$ cat src/rtl/ddr_pkg.sv
// Shared DDR receive definitions: deserializer mode codes, sequencer state
// encoding and error codes, plus small decode helpers.
package ddr_pkg;

    // Deserializer mode select codes
    localparam logic [3:0] PREAMBLE           = 4'b0000;
    localparam logic [3:0] DESERIALIZING_BYTE = 4'b0011;
    localparam logic [3:0] CHECK_TOKEN        = 4'b0101;
    localparam logic [3:0] CHECK_PAR_VALUE    = 4'b0110;
    localparam logic [3:0] CHECK_CRC_VALUE    = 4'b0111;
    localparam logic [3:0] RX_IDLE            = 4'b1111;

    // Sequencer states
    typedef enum logic [3:0] {
        S_IDLE, S_PRE, S_BYTE0, S_BYTE1, S_PAR, S_TOKEN, S_CRC, S_DONE, S_ERR
    } rx_seq_state_e;

    // Error codes reported on o_err_code
    localparam logic [1:0] ERR_PARITY    = 2'b00;
    localparam logic [1:0] ERR_TOKEN_CRC = 2'b01;
    localparam logic [1:0] ERR_OVERFLOW  = 2'b10;
    localparam logic [1:0] ERR_TIMEOUT   = 2'b11;

    // Deserializer mode driven while in a given state
    function automatic logic [3:0] rx_mode_of(input rx_seq_state_e s);
        case (s)
            S_PRE:            return PREAMBLE;
            S_BYTE0, S_BYTE1: return DESERIALIZING_BYTE;
            S_PAR:            return CHECK_PAR_VALUE;
            S_TOKEN:          return CHECK_TOKEN;
            S_CRC:            return CHECK_CRC_VALUE;
            default:          return RX_IDLE;
        endcase
    endfunction

    // States in which the deserializer is running
    function automatic logic rx_active(input rx_seq_state_e s);
        return s inside {S_PRE, S_BYTE0, S_BYTE1, S_PAR, S_TOKEN, S_CRC};
    endfunction

endpackage

$ cat src/rtl/ddr_rx_sequencer_if.sv
// Control/status bundle between the DDR CCC controller + deserializer and
// the receive sequencer. The slave side is the sequencer.
interface ddr_rx_sequencer_if #(parameter int CNT_W = 5);
    logic             i_start;
    logic             i_abort;
    logic             i_rx_mode_done;
    logic             i_rx_pre;
    logic             i_rx_error;
    logic             o_rx_en;
    logic [3:0]       o_rx_mode;
    logic             o_busy;
    logic             o_byte_strobe;
    logic             o_done;
    logic             o_error;
    logic [1:0]       o_err_code;
    logic [CNT_W-1:0] o_word_cnt;

    modport master (
        output i_start, i_abort, i_rx_mode_done, i_rx_pre, i_rx_error,
        input  o_rx_en, o_rx_mode, o_busy, o_byte_strobe, o_done, o_error,
               o_err_code, o_word_cnt
    );

    modport slave (
        input  i_start, i_abort, i_rx_mode_done, i_rx_pre, i_rx_error,
        output o_rx_en, o_rx_mode, o_busy, o_byte_strobe, o_done, o_error,
               o_err_code, o_word_cnt
    );
endinterface

$ cat src/rtl/ddr_rx_watchdog.sv
// Loadable down-counter. Loaded on every sequencer state change, it counts
// down while the deserializer runs and flags expiry once it reaches zero.
// Only instantiated when RX_SEQ_TIMEOUT_EN is defined.
module ddr_rx_watchdog #(
    parameter int LOAD_W = 10
) (
    input  logic              i_sys_clk,
    input  logic              i_sys_rst,
    input  logic              i_load,
    input  logic              i_run,
    input  logic [LOAD_W-1:0] i_load_val,
    output logic              o_expire
);

    logic [LOAD_W-1:0] cnt_q;

    // Reload on state entry, otherwise count down to zero and stick there
    always_ff @(posedge i_sys_clk or negedge i_sys_rst) begin
        if (!i_sys_rst)                   cnt_q <= '0;
        else if (i_load)                  cnt_q <= i_load_val;
        else if (i_run && cnt_q != '0)    cnt_q <= cnt_q - 1'b1;
    end

    // Expiry depends only on the count, so it cannot loop back through i_load
    assign o_expire = i_run && (cnt_q == '0);

endmodule

$ cat src/rtl/ddr_rx_sequencer.sv
// HDR-DDR receive sequencer: walks the deserializer through
// PRE->BYTE0->BYTE1->PAR per data word and PRE->TOKEN->CRC for the CRC word,
// counting data words and reporting done/error to the CCC controller.
// Optional per-mode timeout built only when RX_SEQ_TIMEOUT_EN is defined.
module ddr_rx_sequencer
    import ddr_pkg::*;
#(
    parameter int MAX_WORDS      = 16,
    parameter int CNT_W          = 5,
    parameter int TIMEOUT_CYCLES = 1024
) (
    input  logic               i_sys_clk,
    input  logic               i_sys_rst,
    ddr_rx_sequencer_if.slave  bus
);

    rx_seq_state_e    state_q, state_d;
    logic [CNT_W-1:0] word_cnt_q, word_cnt_d;
    logic [1:0]       err_code_q, err_code_d;
    logic             timeout;

    // Next state, word count and error code; abort overrides everything
    always_comb begin
        state_d    = state_q;
        word_cnt_d = word_cnt_q;
        err_code_d = err_code_q;
        case (state_q)
            S_IDLE: if (bus.i_start) begin
                state_d    = S_PRE;
                word_cnt_d = '0;
                err_code_d = ERR_PARITY;
            end
            S_PRE: if (bus.i_rx_mode_done) begin
                if (!bus.i_rx_pre) begin
                    state_d = S_TOKEN;
                end else if (word_cnt_q == CNT_W'(MAX_WORDS)) begin
                    state_d    = S_ERR;
                    err_code_d = ERR_OVERFLOW;
                end else begin
                    state_d = S_BYTE0;
                end
            end
            S_BYTE0: if (bus.i_rx_mode_done) state_d = S_BYTE1;
            S_BYTE1: if (bus.i_rx_mode_done) state_d = S_PAR;
            S_PAR: if (bus.i_rx_mode_done) begin
                if (bus.i_rx_error) begin
                    state_d    = S_ERR;
                    err_code_d = ERR_PARITY;
                end else begin
                    state_d    = S_PRE;
                    word_cnt_d = word_cnt_q + 1'b1;
                end
            end
            S_TOKEN, S_CRC: if (bus.i_rx_mode_done) begin
                if (bus.i_rx_error) begin
                    state_d    = S_ERR;
                    err_code_d = ERR_TOKEN_CRC;
                end else begin
                    state_d = (state_q == S_TOKEN) ? S_CRC : S_DONE;
                end
            end
            default: state_d = S_IDLE;   // DONE/ERR last one cycle
        endcase
        // A mode completing on the expiry cycle still counts as completed
        if (timeout && !bus.i_rx_mode_done) begin
            state_d    = S_ERR;
            err_code_d = ERR_TIMEOUT;
        end
        if (bus.i_abort) begin
            state_d    = S_IDLE;
            word_cnt_d = word_cnt_q;
            err_code_d = err_code_q;
        end
    end

    // State, word count and error code registers
    always_ff @(posedge i_sys_clk or negedge i_sys_rst) begin
        if (!i_sys_rst) begin
            state_q    <= S_IDLE;
            word_cnt_q <= '0;
            err_code_q <= ERR_PARITY;
        end else begin
            state_q    <= state_d;
            word_cnt_q <= word_cnt_d;
            err_code_q <= err_code_d;
        end
    end

    // Registered output decode of the current state; abort silences it at once
    always_ff @(posedge i_sys_clk or negedge i_sys_rst) begin
        if (!i_sys_rst) begin
            bus.o_rx_en       <= 1'b0;
            bus.o_rx_mode     <= RX_IDLE;
            bus.o_byte_strobe <= 1'b0;
            bus.o_done        <= 1'b0;
            bus.o_error       <= 1'b0;
        end else begin
            bus.o_rx_en       <= !bus.i_abort && rx_active(state_q);
            bus.o_rx_mode     <= bus.i_abort ? RX_IDLE : rx_mode_of(state_q);
            bus.o_byte_strobe <= !bus.i_abort && bus.i_rx_mode_done &&
                                 (state_q == S_BYTE0 || state_q == S_BYTE1);
            bus.o_done        <= !bus.i_abort && (state_q == S_DONE);
            bus.o_error       <= !bus.i_abort && (state_q == S_ERR);
        end
    end

    assign bus.o_busy     = (state_q != S_IDLE);
    assign bus.o_err_code = err_code_q;
    assign bus.o_word_cnt = word_cnt_q;

`ifdef RX_SEQ_TIMEOUT_EN
    localparam int WD_W = $clog2(TIMEOUT_CYCLES + 1);

    // Reloaded on every state change so each mode gets its own budget
    ddr_rx_watchdog #(.LOAD_W(WD_W)) u_watchdog (
        .i_sys_clk  (i_sys_clk),
        .i_sys_rst  (i_sys_rst),
        .i_load     (state_d != state_q),
        .i_run      (rx_active(state_q)),
        .i_load_val (WD_W'(TIMEOUT_CYCLES - 1)),
        .o_expire   (timeout)
    );
`else
    assign timeout = 1'b0;
`endif

endmodule

$ cat src/flat_wrapper.sv
// flat-port wrapper written by rule: the top's interface ports become plain ports
module ddr_rx_sequencer_flat import ddr_pkg::*;
#(
    parameter int MAX_WORDS      = 16,
    parameter int CNT_W          = 5,
    parameter int TIMEOUT_CYCLES = 1024
)
  (i_sys_clk, i_sys_rst, bus_i_start, bus_i_abort, bus_i_rx_mode_done, bus_i_rx_pre, bus_i_rx_error, bus_o_rx_en, bus_o_rx_mode, bus_o_busy, bus_o_byte_strobe, bus_o_done, bus_o_error, bus_o_err_code, bus_o_word_cnt);
  ddr_rx_sequencer_if #(.CNT_W(CNT_W)) bus_i ();
  input  logic i_sys_clk;
  input  logic i_sys_rst;
  input wire logic [$bits(bus_i.i_start)-1:0] bus_i_start;
  input wire logic [$bits(bus_i.i_abort)-1:0] bus_i_abort;
  input wire logic [$bits(bus_i.i_rx_mode_done)-1:0] bus_i_rx_mode_done;
  input wire logic [$bits(bus_i.i_rx_pre)-1:0] bus_i_rx_pre;
  input wire logic [$bits(bus_i.i_rx_error)-1:0] bus_i_rx_error;
  output wire logic [$bits(bus_i.o_rx_en)-1:0] bus_o_rx_en;
  output wire logic [$bits(bus_i.o_rx_mode)-1:0] bus_o_rx_mode;
  output wire logic [$bits(bus_i.o_busy)-1:0] bus_o_busy;
  output wire logic [$bits(bus_i.o_byte_strobe)-1:0] bus_o_byte_strobe;
  output wire logic [$bits(bus_i.o_done)-1:0] bus_o_done;
  output wire logic [$bits(bus_i.o_error)-1:0] bus_o_error;
  output wire logic [$bits(bus_i.o_err_code)-1:0] bus_o_err_code;
  output wire logic [$bits(bus_i.o_word_cnt)-1:0] bus_o_word_cnt;
  assign bus_i.i_start = bus_i_start;
  assign bus_i.i_abort = bus_i_abort;
  assign bus_i.i_rx_mode_done = bus_i_rx_mode_done;
  assign bus_i.i_rx_pre = bus_i_rx_pre;
  assign bus_i.i_rx_error = bus_i_rx_error;
  assign bus_o_rx_en = bus_i.o_rx_en;
  assign bus_o_rx_mode = bus_i.o_rx_mode;
  assign bus_o_busy = bus_i.o_busy;
  assign bus_o_byte_strobe = bus_i.o_byte_strobe;
  assign bus_o_done = bus_i.o_done;
  assign bus_o_error = bus_i.o_error;
  assign bus_o_err_code = bus_i.o_err_code;
  assign bus_o_word_cnt = bus_i.o_word_cnt;
  ddr_rx_sequencer #(.MAX_WORDS(MAX_WORDS), .CNT_W(CNT_W), .TIMEOUT_CYCLES(TIMEOUT_CYCLES)) u_core (.i_sys_clk(i_sys_clk), .i_sys_rst(i_sys_rst), .bus(bus_i));
endmodule
$ cat config.mk
export PLATFORM = sky130hd
export DESIGN_NAME = ddr_rx_sequencer_flat
export DESIGN_NICKNAME = d
export VERILOG_FILES = /design/src/rtl/ddr_pkg.sv /design/src/rtl/ddr_rx_sequencer_if.sv /design/src/rtl/ddr_rx_watchdog.sv /design/src/rtl/ddr_rx_sequencer.sv /design/src/flat_wrapper.sv
export SDC_FILE = /design/constraint.sdc
export NUM_CORES = 1
export LEC_CHECK = 0
export ABC_AREA = 1
export CORE_AREA = 2 2 51 53
export DETAILED_ROUTE_END_ITERATION = 12
export DIE_AREA = 0 0 53 55
export GPL_TIMING_DRIVEN = 0
export PLACE_DENSITY = 0.75
export RECOVER_POWER = 25
export SYNTH_ARGS = -nofsm -noshare
export SYNTH_HDL_FRONTEND = slang
export SYNTH_SLANG_ARGS = --single-unit
$ cat constraint.sdc
create_clock -name i_sys_clk -period 1.58 [get_ports i_sys_clk]
set_input_delay 0.237 -clock i_sys_clk [delete_from_list [all_inputs] [get_ports i_sys_clk]]
set_output_delay 0.237 -clock i_sys_clk [all_outputs]
set_load 0.01 [all_outputs]
# After elaboration in Yosys (flattened, before gate mapping)
# Index checks and enable logic that the tools add are counted.
# W data, S select, Z words.
word_totals:
  reg_bits: 19
  in_bits: 7
  output_inout_bits: 16
  elab_cells: 79
op_classes:
  add_sub_neg: 1
  n_eq_ne: 24
  n_mux: 28
  bitwise_logic: 1
  n_reduce_logical: 17
ops:
  columns: ["op", "count"]
  rows:
  - ["$mux W4", 12]
  - ["$pmux W4 S6", 1]
  - ["$pmux W4 S5", 1]
  - ["$ne A3 B3 Y1 const B", 6]
  - ["$eq A4 B3 Y1 const B", 4]
  - ["$mux W2", 8]
  - ["$ne A2 B2 Y1 const B", 8]
  - ["$mux W5", 3]
  - ["$pmux W5 S2", 1]
  - ["$reduce_and A10 Y1", 1]
  - ["$eq A4 B2 Y1 const B", 2]
  - ["$pmux W2 S4", 1]
  - ["$reduce_bool A4 Y1", 2]
  - ["$reduce_and A6 Y1", 1]
  - ["$reduce_bool A6 Y1", 1]
  - ["$add A5 B1 Y5 const B", 1]
  - ["$eq A5 B5 Y1 const B", 1]
  - ["$logic_and A1 B1 Y1", 5]
  - ["$reduce_and A5 Y1", 1]
  - ["$eq A4 B1 Y1 const B", 1]
  - ["$eq A4 B4 Y1 const B", 1]
  - ["$logic_not A4 Y1", 1]
  - ["$reduce_or A2 Y1", 2]
  - ["$ne A2 B1 Y1 const B", 1]
  - ["other kinds (5)", 5]

# Logic depth before layout (Yosys ltp)
# Gate-level depths: netlist of run 1.
logic_depth:
  ltp_word: 6
  mapped_depth: 11
  mapped_depth_nobuf: 11

# Least setup slack after synthesis of run 1
# No wires, ideal clock.
synth_timing:
  path_type: "register to register"
  from: "register u_core.word_cnt_q[0], in the netlist u_core.bus.o_word_cnt[0]"
  to: "register u_core.err_code_q[0], in the netlist u_core.bus.o_err_code[0]"
  setup_ps: 117
  t_arrival_ps: 1189
  required_ps: 1463
  slack_ps: 274
  stages_incl_launch_ff: 12
  n_path_buf: 0
  period_less_slack_ps: 1306
  cell_sequence: "dfrtp_1 inv_1 ha_1 nand2_1 inv_1 nand3_1 nand2_1 inv_1 nor2_1 nand2_1 nand2_1 nand2_1"
synth_via:
  elab_chain_len: 3
synth_lines:
  columns: ["item", "line", "source"]
  rows:
  - ["start, declared", "ddr_rx_sequencer.sv:18", "logic [CNT_W-1:0] word_cnt_q, word_cnt_d;"]
  - ["start signal, assigned", "ddr_rx_sequencer.sv:84", "word_cnt_q <= word_cnt_d;"]
  - ["$eq A5 B5 Y1", "ddr_rx_sequencer.sv:36", "end else if (word_cnt_q == CNT_W'(MAX_WORDS)) begin"]
  - ["$ne A2 B1 Y1 (no line)", null, null]
  - ["$reduce_and A10 Y1 (no line)", null, null]
  - ["end signal, assigned", "ddr_rx_sequencer.sv:85", "err_code_q <= err_code_d;"]
  - ["end, declared", "ddr_rx_sequencer.sv:19", "logic [1:0] err_code_q, err_code_d;"]
# Every way passes these cells.
# A chain may end at the register's enable or synchronous reset.

# Worst setup path after layout of run 1
layout_timing:
  from: "register u_core.state_q[2]"
  to: "output bus_o_busy"
layout_via:
  elab_chain_len: 1
layout_lines:
  columns: ["item", "line", "source"]
  rows:
  - ["start, declared", "ddr_rx_sequencer.sv:17", "rx_seq_state_e state_q, state_d;"]
  - ["start signal, assigned", "ddr_rx_sequencer.sv:83", "state_q <= state_d;"]
  - ["$reduce_bool A4 Y1", "ddr_rx_sequencer.sv:107", "assign bus.o_busy = (state_q != S_IDLE);"]
  - ["end, declared", "flat_wrapper.sv:19", "output wire logic [$bits(bus_i.o_busy)-1:0] bus_o_busy;"]
# Every way passes these cells.

==> impl_metrics.ini, run 1 <==
[timing]
slew-limit-headroom = 0.418
worstMarginPinSlew_ns = 0.870
period_share = 0.969
finClkSkew_ns = 0.00267
fmax_mhz = 653
slew_violations = 0
finalCriticalPeriod_ns = 1.53
setup_viol = 0
hold_viol = 0

[die]
die_h_um = 55
io-pin-count = 23
core_area_um2 = 2360
die_area_um2 = 2920
initial_core_util = 0.470
row_count = 18
die_width_um = 53

[power]
ir_drop_mv = 0.669
pwr-share-clk = 0.135
share_comb_of_total_power = 0.502
power.density_nw_per_um2 = 1300
cellInternalPower_w = 0.00108
seqPwrFrac = 0.364
p_sw_w = 0.000813
leakage_nw = 0.700
switching_share = 0.429

[status]
outcome = complete, no violations

[global_route]
first_global_vias = 956
grt_overflow = 0
grt_pass1_wl_mm = 4.30
grt.total_usage = 0.206
grt_max_degree = 20
antenna_found_initial = 0

[route]
firstDrtPassIters = 4
routed_via_density = 5.13
dr_wl_met3_um = 88
dr_wl_met2_mm = 1.41
highest_layer = met4
wirelength_mm = 2.72
met1_length_mm = 1.20
wl_per_cell_um = 13.4
num_vias = 1041
drt_iter0_drc = 19
remaining_drc_errors = 0
ant_nets = 0

[critical_path]
critPathCaptureType = output pin
r2r-start = u_core.state_q[2]
start_kind = flip-flop
criticalPathCategory = flip-flop to output pin
worst-path-max-fanout = 7
r2r_cells = 7
worstPathArrival_ns = 1.29
r2r-end = u_core.bus.o_word_cnt[2]
crit_end = bus_o_busy
r2r_setup_slack_ns = 0.09
crit_path_start = u_core.state_q[2]
required_ns = 1.34

[synth]
yosysTopAreaCellShare = 0.337
syn_area_per_cell_um2 = 7.78
yosysSeqAreaShare = 0.432
synthCells = 143
ys_seq_elements = 19
yosys_warnings = 0
synth_area_leaders = dfrtp_1 34%, nand2_1 13%, nand3_1 11%
yosysTopAreaCell = dfrtp_1
synth_cell_type_count = 25
syn_nets = 152
syn_area_um2 = 1110

[clock_network]
h-tree-depth = 1
clk_latency_ns = 0.30
cts_sinks = 19
ctsRootBufferMaster = clkbuf_4
cts_buffers = 3
cts.path.max_buffers = 2
clk_pin_slew_ns = 0.12
cts_tree = done

[finish]
drive_gt1_frac = 0.220
layout_commonest_cell = nand2_1
area_growth_syn_to_layout_pct = 30.6
fillCellCount = 222
final_cell_mix = 37 x nand2_1, 25 x nand3_1, 16 x inv_1, 16 x clkdlybuf4s50_1, 12 x nor2_1
diodes = 0
finalNetCount = 183
finalInstanceArea_um2 = 1450
fin_cells = 203

[job]
max-cap-violations = 0

[place]
hpwl_mm = 2.08
gp_congestion = 0.898
post-place-cells = 195
place_area_um2 = 1370
numPortBuffers = 22

[hold_path]
min_path_type = input pin to asynchronous set/reset pin
-- layout make-up --
class	instances	area, um2	share of cell area
Buffer	1	7.51	0.00517
Clock buffer	3	22.5	0.0155
Clock inverter	1	5.00	0.00345
Inverter	17	63.8	0.0439
Multi-Input combinational cell	106	586	0.403
Sequential cell	19	485	0.334
Tap cell	30	37.5	0.0258
Timing Repair Buffer	26	245	0.169
-- layer usage --
layer | GRT usage | vias to the layer above
met1 | 0.242 | 499
met3 | 0.0242 | 4
li1 | - | 517
met5 | 0 | -
met2 | 0.394 | 21
met4 | 0.0641 | 0
-- registers in the layout, indices dropped and copies added (netlist names) --
signal	count
u_core.bus.o_word_cnt	5
u_core.bus.o_rx_mode	4
u_core.state_q	4
u_core.bus.o_err_code	2
u_core.bus.o_byte_strobe	1
u_core.bus.o_done	1
u_core.bus.o_error	1
u_core.bus.o_rx_en	1
-- cells by family after synthesis --
family,synth area share
AND/OR/NAND/NOR,0.421
flip-flops,0.432
buffers and inverters,0.0619
AO/OA/AOI/OAI,0.0394
XOR/XNOR,0.0236
adder cells (fa/ha/maj),0.0225
-- how the worst min path moves through the flow --
stage                              from                       end  slack [ns]  depth (start not counted)
2_1_floorplan                 i_sys_rst  u_core.bus.o_byte_strobe       -0.06                          0
3_3_place_gp   u_core.bus.o_err_code[1]  u_core.bus.o_err_code[1]        0.46                          2
3_5_place_dp   u_core.bus.o_err_code[0]  u_core.bus.o_err_code[0]        0.47                          2
4_1_cts                       i_sys_rst  u_core.bus.o_word_cnt[4]        0.45                          1
5_1_grt        u_core.bus.o_err_code[0]  u_core.bus.o_err_code[0]        0.52                          2
6_report                      i_sys_rst         u_core.bus.o_done        0.48                          1
-- cells in the mapped netlist --
cell type  instances
a21oi_1            1
a21oi_2            1
a21oi_4            1
buf_2              1
dfrtp_1           15
dfstp_2            4
ha_1               2
inv_1             17
nand2_1           38
nand2_2            7
nand2_4            1
nand3_1           25
nand3_2            1
nand3b_1           1
nand3b_4           1
nand4_1            1
nor2_1            15
nor2_2             1
nor2_4             2
nor3_1             2
nor4_1             1
o21ai_0            1
o21ai_2            1
xnor2_1            1
xor2_1             2
-- stage by stage --
step	setup TNS [ns]	utilization	power (W)	hold slack (ns)	setup slack (ns)
after global routing	-0.00721	0.614	0.00204	0.524	-0.00721
after CTS	0	0.598	0.00187	0.449	0.0160
after detailed placement	-0.336	0.579	0.00162	0.465	-0.116
after global placement	-0.249	0.579	0.00160	0.455	-0.0904
after floorplan	0	-	0.00128	-0.0586	0.274
final	0	0.614	0.00189	0.483	0.0483
-- what timing repair did --
| item | CTS | global route |
|---|---|---|
| buffers inserted | 1 | 3 |
| setup endpoints to repair | 6 | 7 |
| pin swaps | 2 | 0 |
| hold buffers | 0 | 0 |
| gates resized for setup | 12 | 6 |
-- power groups by stage --
stage	Clock, W	Sequential (W)	Combinational (W)
final	0.000255	0.000689	0.000951
after global routing	0.000278	0.000700	0.00107
after CTS	0.000255	0.000682	0.000932
after detailed placement	0	0.000687	0.000929
after global placement	0	0.000681	0.000924
after floorplan	0	0.000714	0.000563
-- critical path, cell delays in order (launching register included) --
cell and delay (ns):
dfrtp_2 0.50, nor2_4 0.15, nand2_2 0.10, clkdlybuf4s15_1 0.24
(Power assumes the default switching activity.)
==> run 2, diff against run 1 <==
--- a/config.mk
+++ b/config.mk
@@ -6,12 +6,13 @@
 export NUM_CORES = 1
 export LEC_CHECK = 0
 export ABC_AREA = 1
-export CORE_AREA = 2 2 51 53
+export CORE_AREA = 2 2 50 52
 export DETAILED_ROUTE_END_ITERATION = 12
-export DIE_AREA = 0 0 53 55
+export DIE_AREA = 0 0 52 54
 export GPL_TIMING_DRIVEN = 0
-export PLACE_DENSITY = 0.75
+export PLACE_DENSITY = 0.74
 export RECOVER_POWER = 25
 export SYNTH_ARGS = -nofsm -noshare
 export SYNTH_HDL_FRONTEND = slang
+export SYNTH_HIERARCHICAL = 1
 export SYNTH_SLANG_ARGS = --single-unit
==> constraint.sdc (replaced) <==
create_clock -name i_sys_clk -period 1.5 [get_ports i_sys_clk]
set_input_delay 0.225 -clock i_sys_clk [delete_from_list [all_inputs] [get_ports i_sys_clk]]
set_output_delay 0.225 -clock i_sys_clk [all_outputs]
set_load 0.01 [all_outputs]
==> run 2 against run 1 <==
Combinational power is 25% higher. First-iteration DRC count rose to 3.6 times the previous value. Sequential cell count unchanged. Core utilization grew 4.3 points. Via count up 3.7%. Synthesized cell count decreased by 4.2%. Critical path depth grew 6. Hold slack worse by 0.034 ns. Wire length increased by 0.88%. Critical endpoint is now u_core/bus.o_err_code[1]. Largest cell class unchanged.
==> impl_metrics.ini, run 2 <==
[status]
outcome = complete, no violations

[synth]
async_flop_share = 1.00
yosysTopAreaCell = dfrtp_1
synthAdderAreaFrac = 0.0238
ys_seq_elements = 19
synthFlopType = dfrtp_1
synth_cell_type_count = 25
synth_compound_area_frac = 0.0869
synthCells = 137
syn_area_um2 = 1050
yosysMostFrequentCell = nand2_1
yosys_warnings = 6
synth_top_family_by_area = simple AND/OR/NAND/NOR gates
yosys.area_share.simple = 0.340
yosys-top-cells-count = 38 x nand2_1, 18 x inv_1, 17 x nand3_1
yosysTopAreaCellShare = 0.357
syn_area_per_cell_um2 = 7.67
syn_nets = 146
yosysSeqAreaShare = 0.457
synth_area_leaders = dfrtp_1 36%, nand2_1 14%, dfstp_2 10%
synth_xor_area_frac = 0.0167
synth-edff-count = 0
synthMuxAreaShare = 0

[timing]
worstMarginPinSlew_ns = 0.815
setup_viol = 0
slew-limit-headroom = 0.455
finClkSkew_ns = 0.00129
hold_viol = 0
fin_ws_ns = 0.00234
finalCriticalPeriod_ns = 1.50
rsz0062_at_grt = yes
period_share = 0.998
fmax_mhz = 668
slew_violations = 0

[place]
place_area_um2 = 1310
hpwl_mm = 1.75
post-place-cells = 189
numPortBuffers = 22
dp_slack_ns = -0.187
gp_congestion = 0.905

[die]
die_width_um = 52
row_count = 18
initial_core_util = 0.453
die_area_um2 = 2810
die_h_um = 54
io-pin-count = 23
core_area_um2 = 2320

[route]
routed_via_density = 5.16
wl_per_cell_um = 13.1
remaining_drc_errors = 0
wirelength_mm = 2.74
ant_nets = 0
firstDrtPassIters = 4
drt_iter0_drc = 69
num_vias = 1079

[critical_path]
timing.critical_path.buf_inv = 1
criticalPathCategory = flip-flop to flip-flop
critPathTopFamily = simple AND/OR/NAND/NOR gates
cpMaxStageDelayCell = dfrtp_2
worstPathArrival_ns = 1.70
worst-path-max-fanout = 5
cp_common_cell = nand2_1
r2r_cells = 9
crit_chain = buf_4 -> nor2_4 -> nand2_4 -> nand2_1 -> nand2_1 -> nor2_2 -> nand3_2 -> nand2_1 -> nand2_1
crit_cells = 9
critPathCaptureType = flip-flop
required_ns = 1.71
max_stage_delay_ns = 0.43
start_kind = flip-flop

[global_route]
grt_overflow = 0
grt.total_usage = 0.203
antenna_found_initial = 0
first_global_vias = 992
grt_pass1_wl_mm = 4.19
grt_max_degree = 20

[clock_network]
cts_tree = done
cts_buffers = 3
cts_sinks = 19
ctsRootBufferMaster = clkbuf_4
clk_latency_ns = 0.30
clk_pin_slew_ns = 0.10
h-tree-depth = 1
cts.path.max_buffers = 2

[power]
power.total_w = 0.00215
power.density_nw_per_um2 = 1410
leakage_nw = 0.753
ir_drop_mv = 0.739

[finish]
area_growth_syn_to_layout_pct = 45.0
fillCellCount = 196
final_cell_mix = 36 x nand2_1, 15 x buf_4, 14 x inv_1, 14 x nand3_1, 13 x clkdlybuf4s50_1
largest_reg_flops = 5
seq_area_um2 = 484
finalNetCount = 189
layout_commonest_cell = nand2_1
finalInstanceArea_um2 = 1520
multi_input_area_um2 = 567
final_util = 0.657
diodes = 0
fin_cells = 209
drive_gt1_frac = 0.291

[job]
max-cap-violations = 0

[hold_path]
min_path_type = input pin to asynchronous set/reset pin
==> run 2: cell types whose count changed after synthesis, moves of 2 or more <==
cell     change
nor2_2       +2
nor2_1       -2
nand2_2      -6
nand3_1      -8
o21ai_0      +5
inv_2        +2
==> run 2: cells by family (layout without fill, tap and decap cells) <==
group	after synthesis	in the layout
xor gates and xnor gates	2	2
buffers and inverters	21	62
and+or+nand+nor	80	80
DFF	19	19
AOI/OAI and AO/OA	13	14
adders and majority gates	2	2
==> run 2: routing by layer <==
layer,global-route usage,share of wire
met2,0.367,0.52
met5,0,0
met1,0.239,0.41
met3,0.0278,0.050
met4,0.0877,0.026
==> run 2: area by class of cell <==
class	count	area share
Clock buffer	4	0.0172
Multi-Input combinational cell	98	0.372
Timing Repair Buffer	37	0.217
Inverter	21	0.0517
Sequential cell	19	0.318
Tap cell	30	0.0246
==> run 2: worst reg2reg max path, cell delays in order (launching register included) <==
cell     delay, ns
dfrtp_2       0.43
buf_4         0.16
nor2_4        0.22
nand2_4       0.10
nand2_1       0.08
nand2_1       0.06
nor2_2        0.15
nand3_2       0.09
nand2_1       0.07
nand2_1       0.05
==> run 2: worst paths after layout <==
path / from / slack, ns / to
setup / recovery: u_core/state_q[3] / 0.002 / u_core/bus.o_err_code[1]
hold / removal: i_sys_rst / 0.45 / u_core/bus.o_word_cnt[2]
setup reg to reg: u_core/state_q[3] / 0.002 / u_core/bus.o_err_code[1]
hold reg to reg: u_core/bus.o_err_code[1] / 0.49 / u_core/bus.o_err_code[1]
max in group asynchronous: i_sys_rst / 0.50 / u_core/state_q[1]
min in group i_sys_clk: u_core/bus.o_err_code[1] / 0.49 / u_core/bus.o_err_code[1]
==> run 2: repair_timing <==
| item | 4_1_cts | 5_1_grt |
|---|---|---|
| hold buffers | 0 | 0 |
| pin swaps | 2 | 5 |
| endpoints found under the setup margin | 10 | 19 |
| setup buffers | 10 | 5 |
| gates cloned | 0 | 1 |
| gates resized for setup | 13 | 21 |
==> run 2: metrics by stage <==
stage / hold slack [ns] / TNS [ns]
final: 0.450 / 0
after global routing: 0.513 / -0.563
after CTS: 0.424 / -0.0969
after detailed placement: 0.465 / -1.14
after global placement: 0.454 / -0.896
after floorplan: -0.0706 / 0
==> run 2: power by group <==
part           leakage [nW]  switching, W  internal, W
clock network        0.0150      0.000159     0.000104
logic                 0.494      0.000705     0.000488
registers             0.244     0.0000495     0.000650
==> run 3, diff against run 2 <==
==> constraint.sdc (replaced) <==
create_clock -name i_sys_clk -period 1.5 [get_ports i_sys_clk]
set_input_delay 0.225 -clock i_sys_clk [delete_from_list [all_inputs] [get_ports i_sys_clk]]
set_output_delay 0.225 -clock i_sys_clk [all_outputs]
set_load 0.005 [all_outputs]
==> run 3 against run 2 <==
Setup slack gained 0.020 ns. Combinational power is essentially flat. Critical path depth shrank 3. Non-clock buffer count is the same. Sequential share of layout area grew 0.18 points. First-iteration DRC count shrank 38%. Clock skew is essentially flat. Wire length grew 2.3%. Largest cell class unchanged. Via count grew 2.0%. Power shrank 1.1%. Clock power is essentially flat. Highest routed layer unchanged. Sequential cell count is the same.
==> impl_metrics.ini, run 3 (synthesis results as in run 2) <==
[status]
outcome = complete, no violations

[critical_path]
r2r-start = u_core/state_q[3]
critPathTopFamily = flip-flops
critPathCaptureType = flip-flop
timing.critical_path.buf_inv = 1
cpMaxStageDelayCell = dfrtp_2
worstPathArrival_ns = 1.70
start_kind = flip-flop
max_stage_delay_ns = 0.44
criticalPathCategory = flip-flop to flip-flop
worst-path-max-fanout = 5
crit_chain = buf_4 -> nor2_4 -> nand3_2 -> a21oi_4 -> nand2_1 -> o21ai_0
required_ns = 1.72
crit_path_start = u_core/state_q[3]

[clock_network]
cts_tree = done
h-tree-depth = 1
cts.path.max_buffers = 2
hold_buffers = 0
cts_sinks = 19
ctsRootBufferMaster = clkbuf_4
clk_pin_slew_ns = 0.11
cts_buffers = 3
clk_latency_ns = 0.30

[die]
core_area_um2 = 2320
row_count = 18
die_h_um = 54
initial_core_util = 0.453
die_area_um2 = 2810
die_width_um = 52
io-pin-count = 23

[timing]
rsz0062_at_grt = yes
fin_ws_ns = 0.0219
finClkSkew_ns = 0.00142
slew_violations = 0
slew-limit-headroom = 0.455
fin_tns_setup_ns = 0
finalCriticalPeriod_ns = 1.48
fmax_mhz = 677
period_share = 0.985
worstMarginPinSlew_ns = 0.815
whs_ns = 0.450
setup_viol = 0
hold_viol = 0

[finish]
finalInstanceArea_um2 = 1520
largest_reg_flops = 5
fin_cells = 209
layout_commonest_cell = nand2_1
diodes = 0
finalNetCount = 189
drive_gt1_frac = 0.274
area_growth_syn_to_layout_pct = 44.2
final_cell_mix = 35 x nand2_1, 15 x inv_1, 15 x buf_4, 14 x clkdlybuf4s50_1, 14 x nand3_1

[place]
post-place-cells = 189
place_area_um2 = 1310
hpwl_mm = 1.75
gp_congestion = 0.905
dp_slack_ns = -0.187
numPortBuffers = 22

[route]
firstDrtPassIters = 5
routed_via_density = 5.27
wl_per_cell_um = 13.4
ant_nets = 0
drt_iter0_drc = 43
remaining_drc_errors = 0
num_vias = 1101
wirelength_mm = 2.81

[power]
leakage_nw = 0.733
power.density_nw_per_um2 = 1410
ir_drop_mv = 0.730

[global_route]
first_global_vias = 974
grt_max_degree = 20
grt_pass1_wl_mm = 4.14
grt_overflow = 0
grt.total_usage = 0.201
antenna_found_initial = 0

[job]
max-cap-violations = 0

[hold_path]
min_path_type = input pin to asynchronous set/reset pin
-- run 3: worst paths after layout --
| check | to | slack (ns) | depth (start not counted) |
|---|---|---|---|
| hold / removal | u_core/bus.o_rx_en | 0.45 | 1 |
| setup / recovery | u_core/bus.o_word_cnt[2] | 0.02 | 6 |
| max in group asynchronous | u_core/state_q[0] | 0.49 | 1 |
| min in group i_sys_clk | u_core/bus.o_err_code[1] | 0.49 | 2 |
| setup reg to reg | u_core/bus.o_word_cnt[2] | 0.02 | 6 |
| hold reg to reg | u_core/bus.o_err_code[1] | 0.49 | 2 |
-- run 3: where the power goes --
group	switching (W)	internal, W
Combinational	0.000677	0.000488
Clock	0.000159	0.000104
Sequential	0.0000525	0.000650
-- run 3: timing repair --
action / CTS / global route
resized for setup: 15 / 14
setup endpoints to repair: 7 / 16
pin swaps: 3 / 9
gates cloned: 0 / 1
buffers inserted: 9 / 6
-- run 3: cell type report --
class,count,area (um2)
clock buffers,4,26.3
fillers,197,805
inverters,21,78.8
multi-input cells,98,561
flip-flops and latches,19,484
well taps,30,37.5
repair buffers,37,328
-- run 3: stage by stage --
stage	utilization	total power [W]
floorplan	-	0.00125
global placement	0.564	0.00157
detailed placement	0.564	0.00159
CTS	0.611	0.00195
global route	0.653	0.00227
finish	0.653	0.00213
-- run 3: routing by layer --
metal | up-vias | global-route usage | routed length, um
met1 | 490 | 0.237 | 1120
met4 | 0 | 0.118 | 75
met3 | 10 | 0.0250 | 194
met5 | - | 0 | 0
met2 | 75 | 0.350 | 1420
li1 | 526 | - | -
